<file path="src/rtl/vga_sync_rx.sv">
// ---------------------------------------------------------------------------
// vga_sync_rx
//
// Recovers the pixel raster position from a pair of active-low VGA sync
// inputs. It measures line and frame lengths, and reports lock once a whole
// frame with nominal timing has been seen. The block runs in the single pixel
// clock domain. Both sync inputs must already be synchronous to clk.
//
// Parameters
//   H_TOTAL      nominal clocks per line
//   V_TOTAL      nominal lines per frame
//   HVA / VVA    visible pixels per line / visible lines per frame
//   HSYNC_START  hpos value taken on an hsync falling edge
//   VSYNC_START  vpos value taken on a vsync falling edge
//
// Ports
//   clk, rst     pixel clock, asynchronous active-high reset
//   hsync_in     active-low horizontal sync
//   vsync_in     active-low vertical sync
//   hpos, vpos   recovered pixel column / line
//   pxl_en       locked and inside the visible area, aligned with hpos/vpos
//   locked       FSM is in LOCKED
//   h_meas       last measured line length in clocks
//   v_meas       last measured frame length in lines
//   err_cnt      number of lock losses, saturating at 255
// ---------------------------------------------------------------------------
module vga_sync_rx #(
  parameter int H_TOTAL     = 800,
  parameter int V_TOTAL     = 525,
  parameter int HVA         = 640,
  parameter int VVA         = 480,
  parameter int HSYNC_START = 656,
  parameter int VSYNC_START = 491
) (
  input  logic       clk,
  input  logic       rst,
  input  logic       hsync_in,
  input  logic       vsync_in,
  output logic [9:0] hpos,
  output logic [9:0] vpos,
  output logic       pxl_en,
  output logic       locked,
  output logic [9:0] h_meas,
  output logic [9:0] v_meas,
  output logic [7:0] err_cnt
);

  typedef enum logic [1:0] {
    SEARCH = 2'd0,
    CHECK  = 2'd1,
    LOCKED = 2'd2
  } state_t;

  localparam logic [9:0] H_LAST  = 10'(H_TOTAL - 1);
  localparam logic [9:0] V_LAST  = 10'(V_TOTAL - 1);
  localparam logic [9:0] H_TOT   = 10'(H_TOTAL);
  localparam logic [9:0] V_TOT   = 10'(V_TOTAL);
  localparam logic [9:0] H_VIS   = 10'(HVA);
  localparam logic [9:0] V_VIS   = 10'(VVA);
  localparam logic [9:0] H_START = 10'(HSYNC_START);
  localparam logic [9:0] V_START = 10'(VSYNC_START);
  localparam logic [9:0] CNT_MAX = 10'h3FF;

  state_t     state_q, state_d;
  logic       hs_s_q, hs_s_d, hs_p_q, hs_p_d;
  logic       vs_s_q, vs_s_d, vs_p_q, vs_p_d;
  logic [9:0] hcnt_q, hcnt_d;
  logic [9:0] hpos_q, hpos_d;
  logic [9:0] vpos_q, vpos_d;
  logic [9:0] lcnt_q, lcnt_d;
  logic [9:0] h_meas_q, h_meas_d;
  logic [9:0] v_meas_q, v_meas_d;
  logic [7:0] err_q, err_d;
  logic       pxl_en_q, pxl_en_d;
  logic       frame_bad_q, frame_bad_d;

  logic       h_edge, v_edge, h_wrap;
  logic       line_bad, frame_bad_now;
  logic [9:0] hcnt_inc, v_meas_new;

  // Sync sampling, edge detection, and the line/frame counters.
  always_comb begin
    hs_s_d = hsync_in;
    hs_p_d = hs_s_q;
    vs_s_d = vsync_in;
    vs_p_d = vs_s_q;

    h_edge   = hs_p_q & ~hs_s_q;
    v_edge   = vs_p_q & ~vs_s_q;
    hcnt_inc = hcnt_q + 10'd1;

    // hcnt holds at its maximum so that a missing hsync reads as a timeout.
    if (h_edge) begin
      hcnt_d = '0;
    end else if (hcnt_q == CNT_MAX) begin
      hcnt_d = hcnt_q;
    end else begin
      hcnt_d = hcnt_inc;
    end
    h_meas_d = h_edge ? hcnt_inc : h_meas_q;

    // The raster free-runs between sync edges, so it keeps counting through
    // a missing pulse.
    h_wrap = !h_edge && (hpos_q == H_LAST);
    if (h_edge) begin
      hpos_d = H_START;
    end else if (h_wrap) begin
      hpos_d = '0;
    end else begin
      hpos_d = hpos_q + 10'd1;
    end

    // A vsync edge overrides an hpos wrap in the same cycle.
    if (v_edge) begin
      vpos_d = V_START;
    end else if (h_wrap) begin
      vpos_d = (vpos_q == V_LAST) ? '0 : vpos_q + 10'd1;
    end else begin
      vpos_d = vpos_q;
    end

    // An hsync edge that coincides with vsync belongs to the closing frame
    // and also opens the new line count.
    v_meas_new = lcnt_q + {9'd0, h_edge};
    v_meas_d   = v_edge ? v_meas_new : v_meas_q;
    if (v_edge) begin
      lcnt_d = {9'd0, h_edge};
    end else if (h_edge && lcnt_q != CNT_MAX) begin
      lcnt_d = lcnt_q + 10'd1;
    end else begin
      lcnt_d = lcnt_q;
    end
  end

  // Line and frame quality. The timeout term stays asserted while hcnt sits
  // at its maximum, so a frame restarted during a timeout is still bad.
  always_comb begin
    line_bad      = (h_edge && (hcnt_inc != H_TOT)) ||
                    (!h_edge && (hcnt_q == CNT_MAX));
    frame_bad_now = frame_bad_q || line_bad || (v_meas_new != V_TOT);
    frame_bad_d   = v_edge ? 1'b0 : (frame_bad_q | line_bad);
  end

  // Lock FSM next state, error counter, and the visible-area enable.
  // pxl_en is computed from the next state so that it drops together with
  // locked.
  always_comb begin
    state_d = state_q;
    err_d   = err_q;
    case (state_q)
      SEARCH: begin
        if (v_edge) begin
          state_d = CHECK;
        end
      end
      CHECK: begin
        if (v_edge && !frame_bad_now) begin
          state_d = LOCKED;
        end
      end
      LOCKED: begin
        if (line_bad || (v_edge && frame_bad_now)) begin
          state_d = SEARCH;
          if (err_q != 8'hFF) begin
            err_d = err_q + 8'd1;
          end
        end
      end
      default: state_d = SEARCH;
    endcase
    pxl_en_d = (state_d == LOCKED) && (hpos_d < H_VIS) && (vpos_d < V_VIS);
  end

  // State registers. The sync samplers reset to the idle-high level so that
  // no edge can be seen on the first clock after reset is released.
  always_ff @(posedge clk or posedge rst) begin
    if (rst) begin
      hs_s_q      <= 1'b1;
      hs_p_q      <= 1'b1;
      vs_s_q      <= 1'b1;
      vs_p_q      <= 1'b1;
      state_q     <= SEARCH;
      hcnt_q      <= '0;
      hpos_q      <= '0;
      vpos_q      <= '0;
      lcnt_q      <= '0;
      h_meas_q    <= '0;
      v_meas_q    <= '0;
      err_q       <= '0;
      pxl_en_q    <= 1'b0;
      frame_bad_q <= 1'b0;
    end else begin
      hs_s_q      <= hs_s_d;
      hs_p_q      <= hs_p_d;
      vs_s_q      <= vs_s_d;
      vs_p_q      <= vs_p_d;
      state_q     <= state_d;
      hcnt_q      <= hcnt_d;
      hpos_q      <= hpos_d;
      vpos_q      <= vpos_d;
      lcnt_q      <= lcnt_d;
      h_meas_q    <= h_meas_d;
      v_meas_q    <= v_meas_d;
      err_q       <= err_d;
      pxl_en_q    <= pxl_en_d;
      frame_bad_q <= frame_bad_d;
    end
  end

  assign hpos    = hpos_q;
  assign vpos    = vpos_q;
  assign pxl_en  = pxl_en_q;
  assign locked  = (state_q == LOCKED);
  assign h_meas  = h_meas_q;
  assign v_meas  = v_meas_q;
  assign err_cnt = err_q;

endmodule
</file>
<file path="config.mk">
export PLATFORM = sky130hd
export DESIGN_NAME = vga_sync_rx
export DESIGN_NICKNAME = d
export VERILOG_FILES = /design/src/rtl/vga_sync_rx.sv
export SDC_FILE = /design/constraint.sdc
export NUM_CORES = 1
export LEC_CHECK = 0
export CAP_MARGIN = 20
export CORE_AREA = 2 2 123 89
export CTS_BUF_LIST = sky130_fd_sc_hd__clkbuf_4
export DETAILED_ROUTE_END_ITERATION = 12
export DIE_AREA = 0 0 125 91
export PLACE_DENSITY_LB_ADDON = 0.2
export SETUP_SLACK_MARGIN = 0.15
export SYNTH_ARGS = -nofsm -noshare
export SYNTH_HDL_FRONTEND = slang
export SYNTH_SLANG_ARGS = --single-unit
</file>
<file path="constraint.sdc">
create_clock -name clk -period 2.9 [get_ports clk]
set_input_delay 0.58 -clock clk [delete_from_list [all_inputs] [get_ports clk]]
set_output_delay 0.58 -clock clk [all_outputs]
set_load 0.02 [all_outputs]
</file>
==> results of run 1 <==
[state kept, by name, summed over array words and instances (netlist names), 2 cells and up]
signal and cells:
state_q 2, hcnt_q 10, h_meas 10, lcnt_q 10, err_cnt 8, v_meas 10
vpos 10, hpos 10
[power by group]
group          total (W)  switching [W]  leakage [nW]  internal, W
Clock           0.000796       0.000370        0.0932     0.000426
Sequential       0.00129       0.000126         0.965      0.00117
Combinational   0.000522       0.000280         0.935     0.000242
[worst min-delay path by stage]
stage / start / endpoint / cells past startpoint
after floorplan: hs_p_d / hs_p_q / 0
after global placement: hs_p_d / hs_p_q / 0
after detailed placement: hs_p_d / hs_p_q / 0
after CTS: hs_p_d / hs_p_q / 0
after global routing: hs_p_d / hs_p_q / 0
final: hs_p_d / hs_p_q / 0
[cells in the mapped netlist (6+ instances only)]
cell type and n:
sky130_fd_sc_hd__dfrtp_1 72, sky130_fd_sc_hd__nand2_1 52, sky130_fd_sc_hd__nor2_1 33, sky130_fd_sc_hd__o21ai_0 27
sky130_fd_sc_hd__xnor2_1 27, sky130_fd_sc_hd__xor2_1 19, sky130_fd_sc_hd__a21oi_1 15, sky130_fd_sc_hd__nand3_1 14
sky130_fd_sc_hd__nand4_1 11, sky130_fd_sc_hd__and3_1 9, sky130_fd_sc_hd__clkbuf_1 9, sky130_fd_sc_hd__ha_1 9
sky130_fd_sc_hd__inv_1 9, sky130_fd_sc_hd__o211ai_1 7, sky130_fd_sc_hd__buf_2 6, sky130_fd_sc_hd__nor3_1 6
[critical path: stages, from the launching register on]
cell and delay, ps:
sky130_fd_sc_hd__dfstp_2 550, sky130_fd_sc_hd__nand2b_1 160, sky130_fd_sc_hd__inv_4 40, sky130_fd_sc_hd__ha_2 200, sky130_fd_sc_hd__ha_4 180, sky130_fd_sc_hd__and4_4 200
sky130_fd_sc_hd__nor4_1 250, sky130_fd_sc_hd__a311o_1 230, sky130_fd_sc_hd__a31oi_4 160, sky130_fd_sc_hd__o21ai_2 210, sky130_fd_sc_hd__mux2_4 310
[cell families after synthesis]
kind of cell,share of synthesized area (%)
xor+xnor,10.1
flops,47.9
buf+inv,3.96
mux,1.13
compound gates,12.3
fa+ha+maj,2.83
simple gates,21.7
[metal layers]
layer	wire length (µm)	up-vias	track usage [%]
li1	-	1524	-
met1	4810	1503	26.1
met2	3620	64	22.6
met3	454	2	5.48
met4	44	0	3.33
met5	0	-	0
[layout make-up]
cell class	count	share of cell area, %
inverters	10	0.821
repair buffers	67	13.0
clock buffers	9	1.39
multi-input cells	293	40.1
clock inverters	6	2.13
flip-flops and latches	76	39.1
well taps	132	3.39
[through the flow]
step	power, W	cell area, µm²	instances
3_5_place_dp	0.00183	4690	578
3_3_place_gp	0.00181	4690	578
5_1_grt	0.00276	4870	593
4_1_cts	0.00264	4860	593
6_report	0.00261	4870	593
2_1_floorplan	0.00161	4020	399
==> impl_metrics.yaml, run 1 <==
layout:
  sequential_cell_area_um2: 1910
  most-common-layout-cells: "sky130_fd_sc_hd__dfrtp_1 (72), sky130_fd_sc_hd__clkdlybuf4s50_1 (53), sky130_fd_sc_hd__nand2_1 (52)"
  layout.filler_cells: 974
  layout.nets: 470
  diodes_inserted: 0
  utilization_pct: 48.0
  multi_input_logic_area_um2: 1960
  share_of_post_route_cells_with_drive_strength_above_1_pct: 12.4
  most_common_cell_after_layout_fill_and_taps_aside: "sky130_fd_sc_hd__dfrtp_1"
  syn2layout_area_growth_pct: 22.6
synthesis:
  synth-async-reset-ratio_pct: 100
  portion_of_the_post_synthesis_area_used_by_sequential_elements_pct: 47.9
  synth_edf_count: 0
  netlist_instances: 399
  yosys.cell_types.count: 60
  syn-mean-instance-area_um2: 9.97
  synth_fp_nets: 412
  post-synth-top-area-cell: "sky130_fd_sc_hd__dfrtp_1"
  synth.top_cell.area_share_pct: 45.3
  synthTopCellsByArea: "sky130_fd_sc_hd__dfrtp_1 (45%), sky130_fd_sc_hd__xnor2_1 (5.9%), sky130_fd_sc_hd__nand2_1 (4.9%)"
  synth-seq-cells: 76
  netlist_area_um2: 3980
  ys_dominant_reg_cell: "sky130_fd_sc_hd__dfrtp_1"
  synth-warning-count: 0
global_routing:
  antenna_found_initial: 0
  grtUsageTotal_pct: 16.8
  grt_pass1_vias: 2870
  grt_start_max_net_pins: 50
  grt_first_pass_wirelength_um: 15200
  total_global_routing_overflow: 0
routing:
  finalWirelength_um: 8930
  detail_route.wl_per_cell_um: 15.1
  detail-route-antenna-nets: 0
  avgViaCountPerCell: 5.22
  drt_pass1_iterations: 4
  route.detailed.drc: 0
  vias: 3093
  detailedRoute.firstIterationViolations: 131
flow_run:
  max_cap_violations: 0
critical_path:
  reg2reg_to: "err_cnt[1]"
  setup.worst_path.start_class: "flop"
  rrSetupSlack_ps: 300
  r2r-start: "hs_p_d"
  launching_instance_or_port_of_the_critical_path: "hs_p_d"
  worst-r2r-cell-count: 10
  critical_path_peak_fanout: 8
  cp_data_arrival_time_ps: 2920
  critPathKind: "flop to flop"
  cp-endpoint: "err_cnt[1]"
  critical_path.endpoint_type: "flop"
  worst-endpoint-required_ps: 3220
floorplan:
  fp-row-count: 31
  die_w_um: 125
  fp.coreArea_um2: 10200
  io_pins: 54
  initial_core_util_pct: 39.1
  floorplan.die_area_um2: 11400
  floorplan.die.height_um: 91
status:
  outcome: "completed"
timing:
  setup_tns_ps: 0
  worst_pin_slew_ps: 618
  grt_setup_unrepaired: "no"
  hold_fails_final_rpt: 0
  setup_ws_ps: 304
  setup_viol: 0
  final_min_period_over_clock_period_pct: 89.5
  finalHoldWorstSlack_ps: 376
  report.final.slew_viol_count: 0
  fmax_ghz: 0.385
  timing.slew.headroom_pct: 58.8
  clock_skew_ps: 10.7
  layout_min_cycle_time_ps: 2600
clock_network:
  cts_repair_resize_count: 0
  cts_post_setup_buffers_inserted: 0
  cts_tree: "built"
  cts_sinks: 76
  cts_inserted_buffers: 9
  clock_insertion_delay_worst_skew_ps: 430
  path_clk_slew_ps: 110
  cts_max_path_buffers: 2
  clock-root-buffer: "sky130_fd_sc_hd__clkbuf_4"
  cts_htree_levels: 3
  cts_hold_buf: 0
place:
  place_ws_ps: 257
  gpl.final_weighted_congestion: 0.822
  placement.io_buffers: 53
  dpl_wire_length_um: 6550
power_and_ir_drop:
  leakage_nw: 1.99
  vdd_drop_max_mv: 0.354
  power-per-cell-area_nw_per_um2: 535
min_path:
  min_path_type: "flop to flop"
No activity file was read; power rests on OpenSTA's default activity.
==> run 2, diff against run 1 <==
--- a/config.mk
+++ b/config.mk
@@ -6,10 +6,10 @@
 export NUM_CORES = 1
 export LEC_CHECK = 0
 export CAP_MARGIN = 20
-export CORE_AREA = 2 2 123 89
+export CORE_AREA = 2 2 109 79
 export CTS_BUF_LIST = sky130_fd_sc_hd__clkbuf_4
 export DETAILED_ROUTE_END_ITERATION = 12
-export DIE_AREA = 0 0 125 91
+export DIE_AREA = 0 0 111 81
 export PLACE_DENSITY_LB_ADDON = 0.2
 export SETUP_SLACK_MARGIN = 0.15
 export SYNTH_ARGS = -nofsm -noshare
==> impl_metrics.yaml, run 2 (same netlist as run 1, synthesis figures left out) <==
power_and_ir_drop:
  leakage_nw: 1.97
  vdd_drop_max_mv: 0.291
  power-per-cell-area_nw_per_um2: 529
  p_sw_w: 0.000778
  p_comb_share_pct: 20.3
  p_seq_share_pct: 50.7
  intPower_w: 0.00177
  power_switching_share_pct: 30.5
  portion_of_total_power_attributed_to_the_clock_network_pct: 29.0
place:
  placement.io_buffers: 53
  gpl.final_weighted_congestion: 0.875
  dpl_wire_length_um: 6130
  place_ws_ps: 265
clock_network:
  cts_max_path_buffers: 2
  cts_sinks: 76
  cts_tree: "built"
  clock-root-buffer: "sky130_fd_sc_hd__clkbuf_4"
  cts_htree_levels: 3
  clock_insertion_delay_worst_skew_ps: 440
  path_clk_slew_ps: 110
  cts_hold_buf: 0
  cts_inserted_buffers: 9
timing:
  report.final.slew_viol_count: 0
  hold_fails_final_rpt: 0
  grt_setup_unrepaired: "no"
  setup_tns_ps: 0
  timing.slew.headroom_pct: 54.3
  finalHoldWorstSlack_ps: 372
  worst_pin_slew_ps: 680
  clock_skew_ps: 15.7
  final_min_period_over_clock_period_pct: 89.7
  setup_viol: 0
  setup_ws_ps: 300
  fmax_ghz: 0.385
  layout_min_cycle_time_ps: 2600
critical_path:
  critPathKind: "flop to flop"
  worst-r2r-cell-count: 10
  r2r-start: "hs_p_d"
  critical_path_peak_fanout: 5
  worst-endpoint-required_ps: 3270
  setup.worst_path.start_class: "flop"
  reg2reg_to: "pxl_en"
  critical_path.endpoint_type: "flop"
  cp_data_arrival_time_ps: 2970
  rrSetupSlack_ps: 300
global_routing:
  grt_start_max_net_pins: 77
  antenna_found_initial: 0
  total_global_routing_overflow: 0
  grt_pass1_vias: 2858
  grtUsageTotal_pct: 20.7
  grt_first_pass_wirelength_um: 14600
routing:
  avgViaCountPerCell: 5.49
  detail-route-antenna-nets: 0
  detail_route.wl_per_cell_um: 15.4
  finalWirelength_um: 8670
  drt_pass1_iterations: 4
  route.detailed.drc: 0
  detailedRoute.firstIterationViolations: 156
  vias: 3089
layout:
  share_of_post_route_cells_with_drive_strength_above_1_pct: 12.2
  most_common_cell_after_layout_fill_and_taps_aside: "sky130_fd_sc_hd__dfrtp_1"
  layout.nets: 466
  diodes_inserted: 0
  syn2layout_area_growth_pct: 21.0
  most-common-layout-cells: "sky130_fd_sc_hd__dfrtp_1 (72), sky130_fd_sc_hd__clkdlybuf4s50_1 (53), sky130_fd_sc_hd__nand2_1 (52)"
min_path:
  worstHoldEndpoint: "hs_p_q"
  hp-start: "hs_p_d"
  timing.hold.worst_path_depth: 0
  min_path_type: "flop to flop"
floorplan:
  floorplan.die_area_um2: 8990
  floorplan.die.height_um: 81
  io_pins: 54
  die_w_um: 111
  fp-row-count: 28
  initial_core_util_pct: 49.1
  fp.coreArea_um2: 8090
flow_run:
  max_cap_violations: 0
status:
  outcome: "completed"
## run 2: layout make-up
class | count | area [µm²]
clock buffer | 11 | 82.6
clock inverter | 5 | 76.3
fill | 704 | 3280
inverter | 10 | 40.0
multi-input combinational | 293 | 1960
sequential | 76 | 1910
tap | 105 | 131
timing repair buffer | 63 | 618
## run 2: metal layers
metal,global-route usage [%],vias to the layer above,wire length [µm]
met5,0,-,0
met4,6.38,0,73
met3,5.00,7,461
met2,28.8,86,3510
met1,31.8,1482,4630
li1,-,1514,-
## run 2: timing repair
action,CTS,global route
setup endpoints to repair,0,2
resized for setup,0,3
setup buffers,0,0
## run 2: power groups by stage
stage / Sequential, W / Clock (W) / Combinational, W
2_1_floorplan: 0.00136 / 0 / 0.000248
3_3_place_gp: 0.00130 / 0 / 0.000506
3_5_place_dp: 0.00131 / 0 / 0.000517
4_1_cts: 0.00129 / 0.000760 / 0.000521
5_1_grt: 0.00131 / 0.000809 / 0.000567
6_report: 0.00129 / 0.000739 / 0.000517
## run 2: worst max-delay path, stage by stage (launching register included)
cell and delay [ps]:
sky130_fd_sc_hd__dfstp_2 540, sky130_fd_sc_hd__nand2b_1 160, sky130_fd_sc_hd__inv_4 40, sky130_fd_sc_hd__ha_2 180
sky130_fd_sc_hd__ha_2 200, sky130_fd_sc_hd__and4_4 200, sky130_fd_sc_hd__nor4_2 240, sky130_fd_sc_hd__a311o_1 210
sky130_fd_sc_hd__nand3_1 90, sky130_fd_sc_hd__o41a_1 410, sky130_fd_sc_hd__and4b_1 260
## run 2: through the flow
step                      power (W)  std cells  util, %  cell area (µm²)
after floorplan             0.00161        399        -             4020
after global placement      0.00181        547     57.3             4640
after detailed placement    0.00182        547     57.3             4640
after CTS                   0.00257        563     59.3             4800
after global routing        0.00268        563     59.5             4810
final                       0.00255        563     59.5             4810
## run 2: worst max-delay path by stage
stage,from,to,slack (ps),depth (start not counted)
6_report,hs_p_d,pxl_en,300,10
5_1_grt,hs_p_q,err_cnt[1],160,9
4_1_cts,hs_p_d,pxl_en,260,10
3_5_place_dp,hs_p_q,err_cnt[1],270,10
3_3_place_gp,hs_p_q,err_cnt[1],320,10
2_1_floorplan,hs_p_q,err_cnt[1],160,12
==> run 3, diff against run 2 <==
--- a/config.mk
+++ b/config.mk
@@ -7,7 +7,7 @@
 export LEC_CHECK = 0
 export CAP_MARGIN = 20
 export CORE_AREA = 2 2 109 79
-export CTS_BUF_LIST = sky130_fd_sc_hd__clkbuf_4
+export CTS_BUF_LIST = sky130_fd_sc_hd__clkbuf_4 sky130_fd_sc_hd__clkbuf_8
 export DETAILED_ROUTE_END_ITERATION = 12
 export DIE_AREA = 0 0 111 81
 export PLACE_DENSITY_LB_ADDON = 0.2
==> impl_metrics.yaml, run 3 (same netlist as run 1, synthesis figures left out) <==
power_and_ir_drop:
  vdd_drop_max_mv: 0.317
  power-per-cell-area_nw_per_um2: 560
  leakage_nw: 2.00
layout:
  syn2layout_area_growth_pct: 22.9
  most-common-layout-cells: "sky130_fd_sc_hd__dfrtp_1 (72), sky130_fd_sc_hd__clkdlybuf4s50_1 (53), sky130_fd_sc_hd__nand2_1 (52)"
  diodes_inserted: 0
  sequential_cell_area_um2: 1910
  share_of_post_route_cells_with_drive_strength_above_1_pct: 12.4
  most_common_cell_after_layout_fill_and_taps_aside: "sky130_fd_sc_hd__dfrtp_1"
  layout.filler_cells: 691
  multi_input_logic_area_um2: 1970
  layout.nets: 466
min_path:
  min_path_type: "flop to flop"
floorplan:
  floorplan.die.height_um: 81
  die_w_um: 111
  initial_core_util_pct: 49.1
  fp-row-count: 28
  io_pins: 54
  floorplan.die_area_um2: 8990
  fp.coreArea_um2: 8090
critical_path:
  critPathKind: "flop to flop"
  critical_path.endpoint_type: "flop"
  cp_data_arrival_time_ps: 2840
  worst-endpoint-required_ps: 3140
  setup.worst_path.start_class: "flop"
  critical_path_peak_fanout: 8
  rrSetupSlack_ps: 300
clock_network:
  cts_max_path_buffers: 2
  cts_inserted_buffers: 9
  cts_post_setup_buffers_inserted: 0
  cts_tree: "built"
  clock-root-buffer: "sky130_fd_sc_hd__clkbuf_8"
  clock_insertion_delay_worst_skew_ps: 350
  cts_sinks: 76
  cts_htree_levels: 3
  cts_hold_buf: 0
  path_clk_slew_ps: 80
routing:
  avgViaCountPerCell: 5.51
  drt_pass1_iterations: 4
  detail-route-antenna-nets: 0
  vias: 3103
  route.detailed.drc: 0
  detail_route.wl_per_cell_um: 15.5
  finalWirelength_um: 8700
  detailedRoute.firstIterationViolations: 156
global_routing:
  grt_first_pass_wirelength_um: 14700
  grt_pass1_vias: 2877
  grtUsageMet1_pct: 31.9
  grtUsageTotal_pct: 20.9
  gr-max-usage-layer: "met1"
  antenna_found_initial: 0
  globalRouteMet3Util_pct: 5.37
  total_global_routing_overflow: 0
  gr_layer_usage_met2_pct: 29.1
  grt_start_max_net_pins: 77
timing:
  fmax_ghz: 0.385
  setup_viol: 0
  grt_setup_unrepaired: "no"
  setup_tns_ps: 0
  timing.slew.headroom_pct: 55.1
  worst_pin_slew_ps: 668
  report.final.slew_viol_count: 0
  hold_fails_final_rpt: 0
  finalHoldWorstSlack_ps: 372
  final_min_period_over_clock_period_pct: 89.5
  clock_skew_ps: 7.39
  layout_min_cycle_time_ps: 2600
place:
  placement.io_buffers: 53
  dpl_wire_length_um: 6130
  gpl.final_weighted_congestion: 0.875
status:
  outcome: "completed"
flow_run:
  max_cap_violations: 0
==> run 3: changes by cell type in the layout (fill, tap and decap cells not counted) <==
cell                       previous run  this run
sky130_fd_sc_hd__clkbuf_4            11         2
sky130_fd_sc_hd__clkbuf_8             0        10
sky130_fd_sc_hd__clkinv_1             1         0
sky130_fd_sc_hd__nor4b_2              1         0
sky130_fd_sc_hd__nor4b_4              0         1
==> run 3: layer usage <==
metal	vias up	share of wire (%)
li1	1518	-
met1	1502	54
met2	75	41
met3	8	4.3
met4	0	0.86
met5	-	0
==> run 3: final timing paths <==
check / start / end / depth (start not counted)
min in group asynchronous: rst / lcnt_q[5] / 3
hold / removal: hs_p_d / hs_p_q / 0
max in group asynchronous: rst / hs_p_q / 3
setup reg to reg: hs_p_d / err_cnt[1] / 10
setup / recovery: hs_p_d / err_cnt[1] / 10
hold reg to reg: hs_p_d / hs_p_q / 0
==> run 3: timing repair <==
action / 4_1_cts / 5_1_grt
endpoints found under the setup margin: 0 / 2
gates resized for setup: 0 / 4
endpoints found under the hold margin: 0 / 0
==> run 3: cell type report <==
type,count,area share [%]
repair buffers,63,12.6
multi-input cells,293,40.2
well taps,105,2.69
clock buffers,12,3.12
flip-flops and latches,76,39.0
clock inverters,4,1.48
inverters,10,0.819
==> run 3: power breakdown <==
group / internal (W) / total, W / switching, W
registers: 0.00117 / 0.00129 / 0.000126
logic: 0.000243 / 0.000526 / 0.000282
clock network: 0.000527 / 0.000920 / 0.000393
total: 0.00194 / 0.00274 / 0.000801
==> run 3: per-stage QoR <==
step	util, %	std cells	area (µm²)	power, W	setup slack [ps]
after global routing	60.4	563	4890	0.00288	152
after floorplan	-	399	4020	0.00161	160
after detailed placement	57.3	547	4640	0.00182	265
after global placement	57.3	547	4640	0.00181	322
final	60.4	563	4890	0.00274	303
after CTS	60.1	563	4860	0.00275	256
==> run 3: critical path, stage by stage (launching register included) <==
cell	delay, ps
sky130_fd_sc_hd__dfstp_2	540
sky130_fd_sc_hd__nand2b_1	170
sky130_fd_sc_hd__inv_4	40
sky130_fd_sc_hd__ha_2	180
sky130_fd_sc_hd__ha_2	200
sky130_fd_sc_hd__and4_4	200
sky130_fd_sc_hd__nor4_2	240
sky130_fd_sc_hd__a311o_1	210
sky130_fd_sc_hd__a31oi_4	160
sky130_fd_sc_hd__o21ai_2	230
sky130_fd_sc_hd__mux2_4	310
==> variant 1: new RTL, flow settings as in run 1 <==
Put one more register stage on the output `v_meas`, cleared by the reset. The value now appears one clock later. The other outputs are not delayed to match.
--- a/src/rtl/vga_sync_rx.sv
+++ b/src/rtl/vga_sync_rx.sv
@@ -214,3 +214,9 @@
   assign h_meas  = h_meas_q;
-  assign v_meas  = v_meas_q;
+  always_ff @(posedge clk or posedge rst) begin
+    if (rst) begin
+      v_meas <= '0;
+    end else begin
+      v_meas <= v_meas_q;
+    end
+  end
   assign err_cnt = err_q;
Behaviour: not the same (a bounded check fails within 4 cycles, from zero or initial values and one cycle with rst high).
==> variant 1 against run 1 <==
Worst setup slack better by 0.030 ns. Synthesized cell count rose by 2.3%. Clock power is 16% lower. Synthesized area grew 2.0%. Fmax is 1.2% higher. Cell area grew 0.87%. Global-route usage fell by 0.72 points. Wire length is 4.6% lower. Sequential cell count increased by 10. Total power shrank 4.7%. Largest cell class is now sequential cells. Largest power group unchanged.
==> variant 1: results (changes against run 1) <==
[finish]
fillers = 984  ; +1.0%
multi_input_cells = 291  ; -0.68%
drive_above_1_share_pct = 10.4  ; -1.9 points
clock_buffers = 11  ; +2
nonClockInverterCount = 11  ; +1
nonClkBufAreaFrac_pct = 12.9  ; -0.16 points
clock_area_share_pct = 2.75  ; -0.77 points
nets = 477  ; +1.5%
fin_area_um2 = 4920  ; +0.87%
n_all_buffers = 65  ; -3.0%
sh_seq_area_pct = 43.9  ; +4.8 points

[logic_synthesis]
syn-num-nets = 421  ; +2.2%
avgSynthCellArea_um2 = 9.94  ; -0.27%
ys_seq_area_share_pct = 53.2  ; +5.2 points
synth_area_leaders = dfrtp_1, xnor2_1, nand2_1
yosys-top-cells-count = dfrtp_1, nand2_1, nor2_1
yosysUniqueCellTypes = 55  ; -8.3%

[clocking]
clock_latency_ns = 0.43  ; about the same
numClockSinks = 86  ; +13%
clkSlewWorstSetupHoldPaths_ns = 0.13  ; +0.02 ns

[placed_design]
post-place-ws_ns = 0.285  ; +0.0275 ns
dpl.hpwl_um = 6110  ; -6.8%
routabilityCongestion = 0.860  ; +4.7%
post_dp_cell_area_um2 = 4770  ; +1.8%
place_inst = 585  ; +1.2%

[routing]
routedWlPerCell_um = 14.2  ; -5.9%
routed_wl_um = 8520  ; -4.6%
met3RoutedLength_um = 379  ; -17%
firstDrtPassIters = 4  ; unchanged
dr_wl_met2_um = 3640  ; +0.52%
drt-met1-wl_um = 4380  ; -9.1%

[power_and_ir_drop]
power_switching_uw = 718  ; -7.4%
finalPower_mw = 2.49  ; -4.7%
combPwrFrac_pct = 17.1  ; -2.9 points
peakVddDrop_uv = 249  ; -29%
seq_power_share_pct = 56.1  ; +6.6 points

[global_route]
grt_pass1_vias = 3029  ; +5.5%
grt_max_degree = 35  ; -30%
grt_pass1_wl_um = 14900  ; -1.8%
use_met3_pct = 4.71  ; -0.77 points
gr-usage-met1_pct = 22.8  ; -3.3 points
grt_use_total_pct = 16.1  ; -0.72 points
grtUsageMet2_pct = 23.7  ; +1.1 points
antenna_found_initial = 0  ; unchanged

[worst_setup_path]
path_delay_family = compound AO/OA/AOI/OAI gates
cpPeakStageDelay_ns = 0.55  ; about the same
cp_max_fo = 6  ; -2
worstPathArrival_ns = 2.90  ; -0.02 ns

[status]
status = finished clean

[timing]
finClkSkew_ns = 0.0133  ; +0.00261 ns
worstMarginPinSlew_ns = 0.727  ; +0.109 ns

-- variant 1: final timing paths --
| path | start | endpoint | slack (ns) | depth (start not counted) |
|---|---|---|---|---|
| setup / recovery | hs_p_d | err_cnt[1] | 0.33 | 10 |
| hold / removal | hs_p_d | hs_p_q | 0.37 | 0 |
| setup reg to reg | hs_p_d | err_cnt[1] | 0.33 | 10 |
| hold reg to reg | hs_p_d | hs_p_q | 0.37 | 0 |
| max in group asynchronous | rst | hpos[1] | 1.75 | 3 |
| min in group asynchronous | rst | h_meas[6] | 0.51 | 2 |
-- variant 1: cells by family (layout without fill, tap and decap cells) --
group	count (synthesis)	after routing	synth area share [%]
AND/OR/NAND/NOR	163	163	19.9
AO/OA/AOI/OAI	78	78	11.8
flip-flops	86	86	53.2
buffers and inverters	31	92	3.27
adder cells (fa/ha/maj)	9	9	2.78
multiplexers	4	4	1.02
XOR/XNOR	37	37	7.99
==> variant 2: new RTL, config.mk and constraints of run 1 <==
Without the edit above. The parameter `HSYNC_START` goes from 656 to 512.
--- a/src/rtl/vga_sync_rx.sv
+++ b/src/rtl/vga_sync_rx.sv
@@ -31,3 +31,3 @@
   parameter int VVA         = 480,
-  parameter int HSYNC_START = 656,
+  parameter int HSYNC_START = 512,
   parameter int VSYNC_START = 491
Check against the original RTL: not equivalent (a bounded check fails within 4 cycles, from zero or initial values and one cycle with rst high).
==> variant 2 against run 1 <==
First-iteration DRC count grew 46%. Sequential cell count unchanged. Highest routed layer unchanged. Worst setup slack lost 0.034 ns. Non-clock buffer count decreased by 4. Cell area is 1.6% lower. Wire length is 7.9% lower. Total power increased by 0.61%. Synthesized area down 2.5%. Largest cell class is now sequential cells.
==> variant 2: results (changes against run 1) <==
[status]
status = finished clean

[placed_design]
post_dp_cell_area_um2 = 4580  ; -2.4%
routabilityCongestion = 0.806  ; -1.9%
post-place-ws_ns = 0.256  ; -0.00136 ns
place_inst = 576  ; -0.35%
dpl.hpwl_um = 5770  ; -12%

[logic_synthesis]
yosysWarnings = 0  ; unchanged
synth_area_leaders = dfrtp_1, xnor2_1, nand2_1
ys_seq_area_share_pct = 49.1  ; +1.2 points
synth_cells = 403  ; +1.0%
yosys-top-cells-count = dfrtp_1, nand2_1, nor2_1
yosysUniqueCellTypes = 52  ; -13%
syn-num-nets = 416  ; +0.97%

[finish]
fin_cells = 592  ; -0.17%
drive_above_1_share_pct = 10.4  ; -1.9 points
num_antenna_cells = 0  ; unchanged
nets = 468  ; -0.43%

[worst_setup_path]
cp_max_fo = 7  ; -1
worstPathArrival_ns = 2.95  ; +0.03 ns
cpPeakStageDelay_ns = 0.53  ; -0.02 ns
startpoint = hs_p_q

[routing]
drt_iter0_markers = 191  ; +46%
viasPerCell = 5.08  ; -2.7%
dr_wl_met2_um = 3420  ; -5.6%
drt-met1-wl_um = 4350  ; -9.6%
met3RoutedLength_um = 350  ; -23%
routedWlPerCell_um = 13.9  ; -7.7%
firstDrtPassIters = 5  ; +1

[global_route]
grt_pass1_wl_um = 14200  ; -6.2%
grt_max_degree = 77  ; +54%
grt_use_total_pct = 15.4  ; -1.4 points

[timing]
slew_headroom_pct = 53.3  ; -5.5 points
finClkSkew_ns = 0.0100  ; -0.000648 ns

[clocking]
clkSlewWorstSetupHoldPaths_ns = 0.12
clk_path_buf_depth = 2  ; unchanged

[power_and_ir_drop]
peakVddDrop_uv = 226  ; -36%
cellLeakagePower_nw = 1.96  ; -1.6%

variant 2: changes by cell type after synthesis, sizes merged, moves of 3 or more:
| cell | before | now |
|---|---|---|
| a31oi | 4 | 1 |
| and3 | 11 | 6 |
| clkbuf | 12 | 15 |
| nor2 | 33 | 37 |
| nor3 | 7 | 12 |
| o211ai | 7 | 4 |
| o21ai | 28 | 31 |
| o31ai | 4 | 1 |
variant 2: path summary, 6_finish.rpt:
| path | to | slack (ns) | cells after the start |
|---|---|---|---|
| max in group asynchronous | vs_p_q | 2.00 | 3 |
| worst max-delay path | err_cnt[1] | 0.27 | 10 |
| worst min-delay path | hs_p_q | 0.37 | 0 |
| worst min register to register | hs_p_q | 0.37 | 0 |
| worst max register to register | err_cnt[1] | 0.27 | 10 |
| min in group asynchronous | v_meas[1] | 0.53 | 3 |
variant 2: cells by family after synthesis:
kind of cell / synth area share, %
fa+ha+maj: 2.90
buf+inv: 3.51
flops: 49.1
compound gates: 10.5
simple gates: 22.7
xor+xnor: 10.2
mux: 1.10
variant 2: repair_timing:
action / 4_1_cts / 5_1_grt
setup endpoints to repair: 0 / 2
endpoints found under the hold margin: 0 / 0
resized for setup: 0 / 4
variant 2: critical path: cells and delay by family, from the launching register on:
kind,cells,cell delay [ns]
multiplexers,1,0.34
flip-flops,1,0.53
AO/OA/AOI/OAI,3,0.73
adder cells (fa/ha/maj),2,0.44
buffers and inverters,1,0.06
AND/OR/NAND/NOR,3,0.40
variant 2: layout make-up:
type                    count  area (um^2)
clock buffers              11         82.6
clock inverters             5          124
fillers                   980         5360
inverters                  11         41.3
multi-input cells         294         1860
flip-flops and latches     76         1910
well taps                 132          165
repair buffers             63          618
variant 2: layer usage:
| metal | vias up | global-route usage, % |
|---|---|---|
| met5 | - | 0 |
| met3 | 11 | 4.18 |
| li1 | 1503 | - |
| met2 | 72 | 21.7 |
| met1 | 1419 | 23.0 |
| met4 | 0 | 4.44 |
variant 2: power breakdown:
| part | switching (mW) | leakage (nW) | internal (mW) |
|---|---|---|---|
| logic | 0.245 | 0.880 | 0.203 |
| registers | 0.115 | 0.973 | 1.15 |
| clock network | 0.371 | 0.109 | 0.540 |
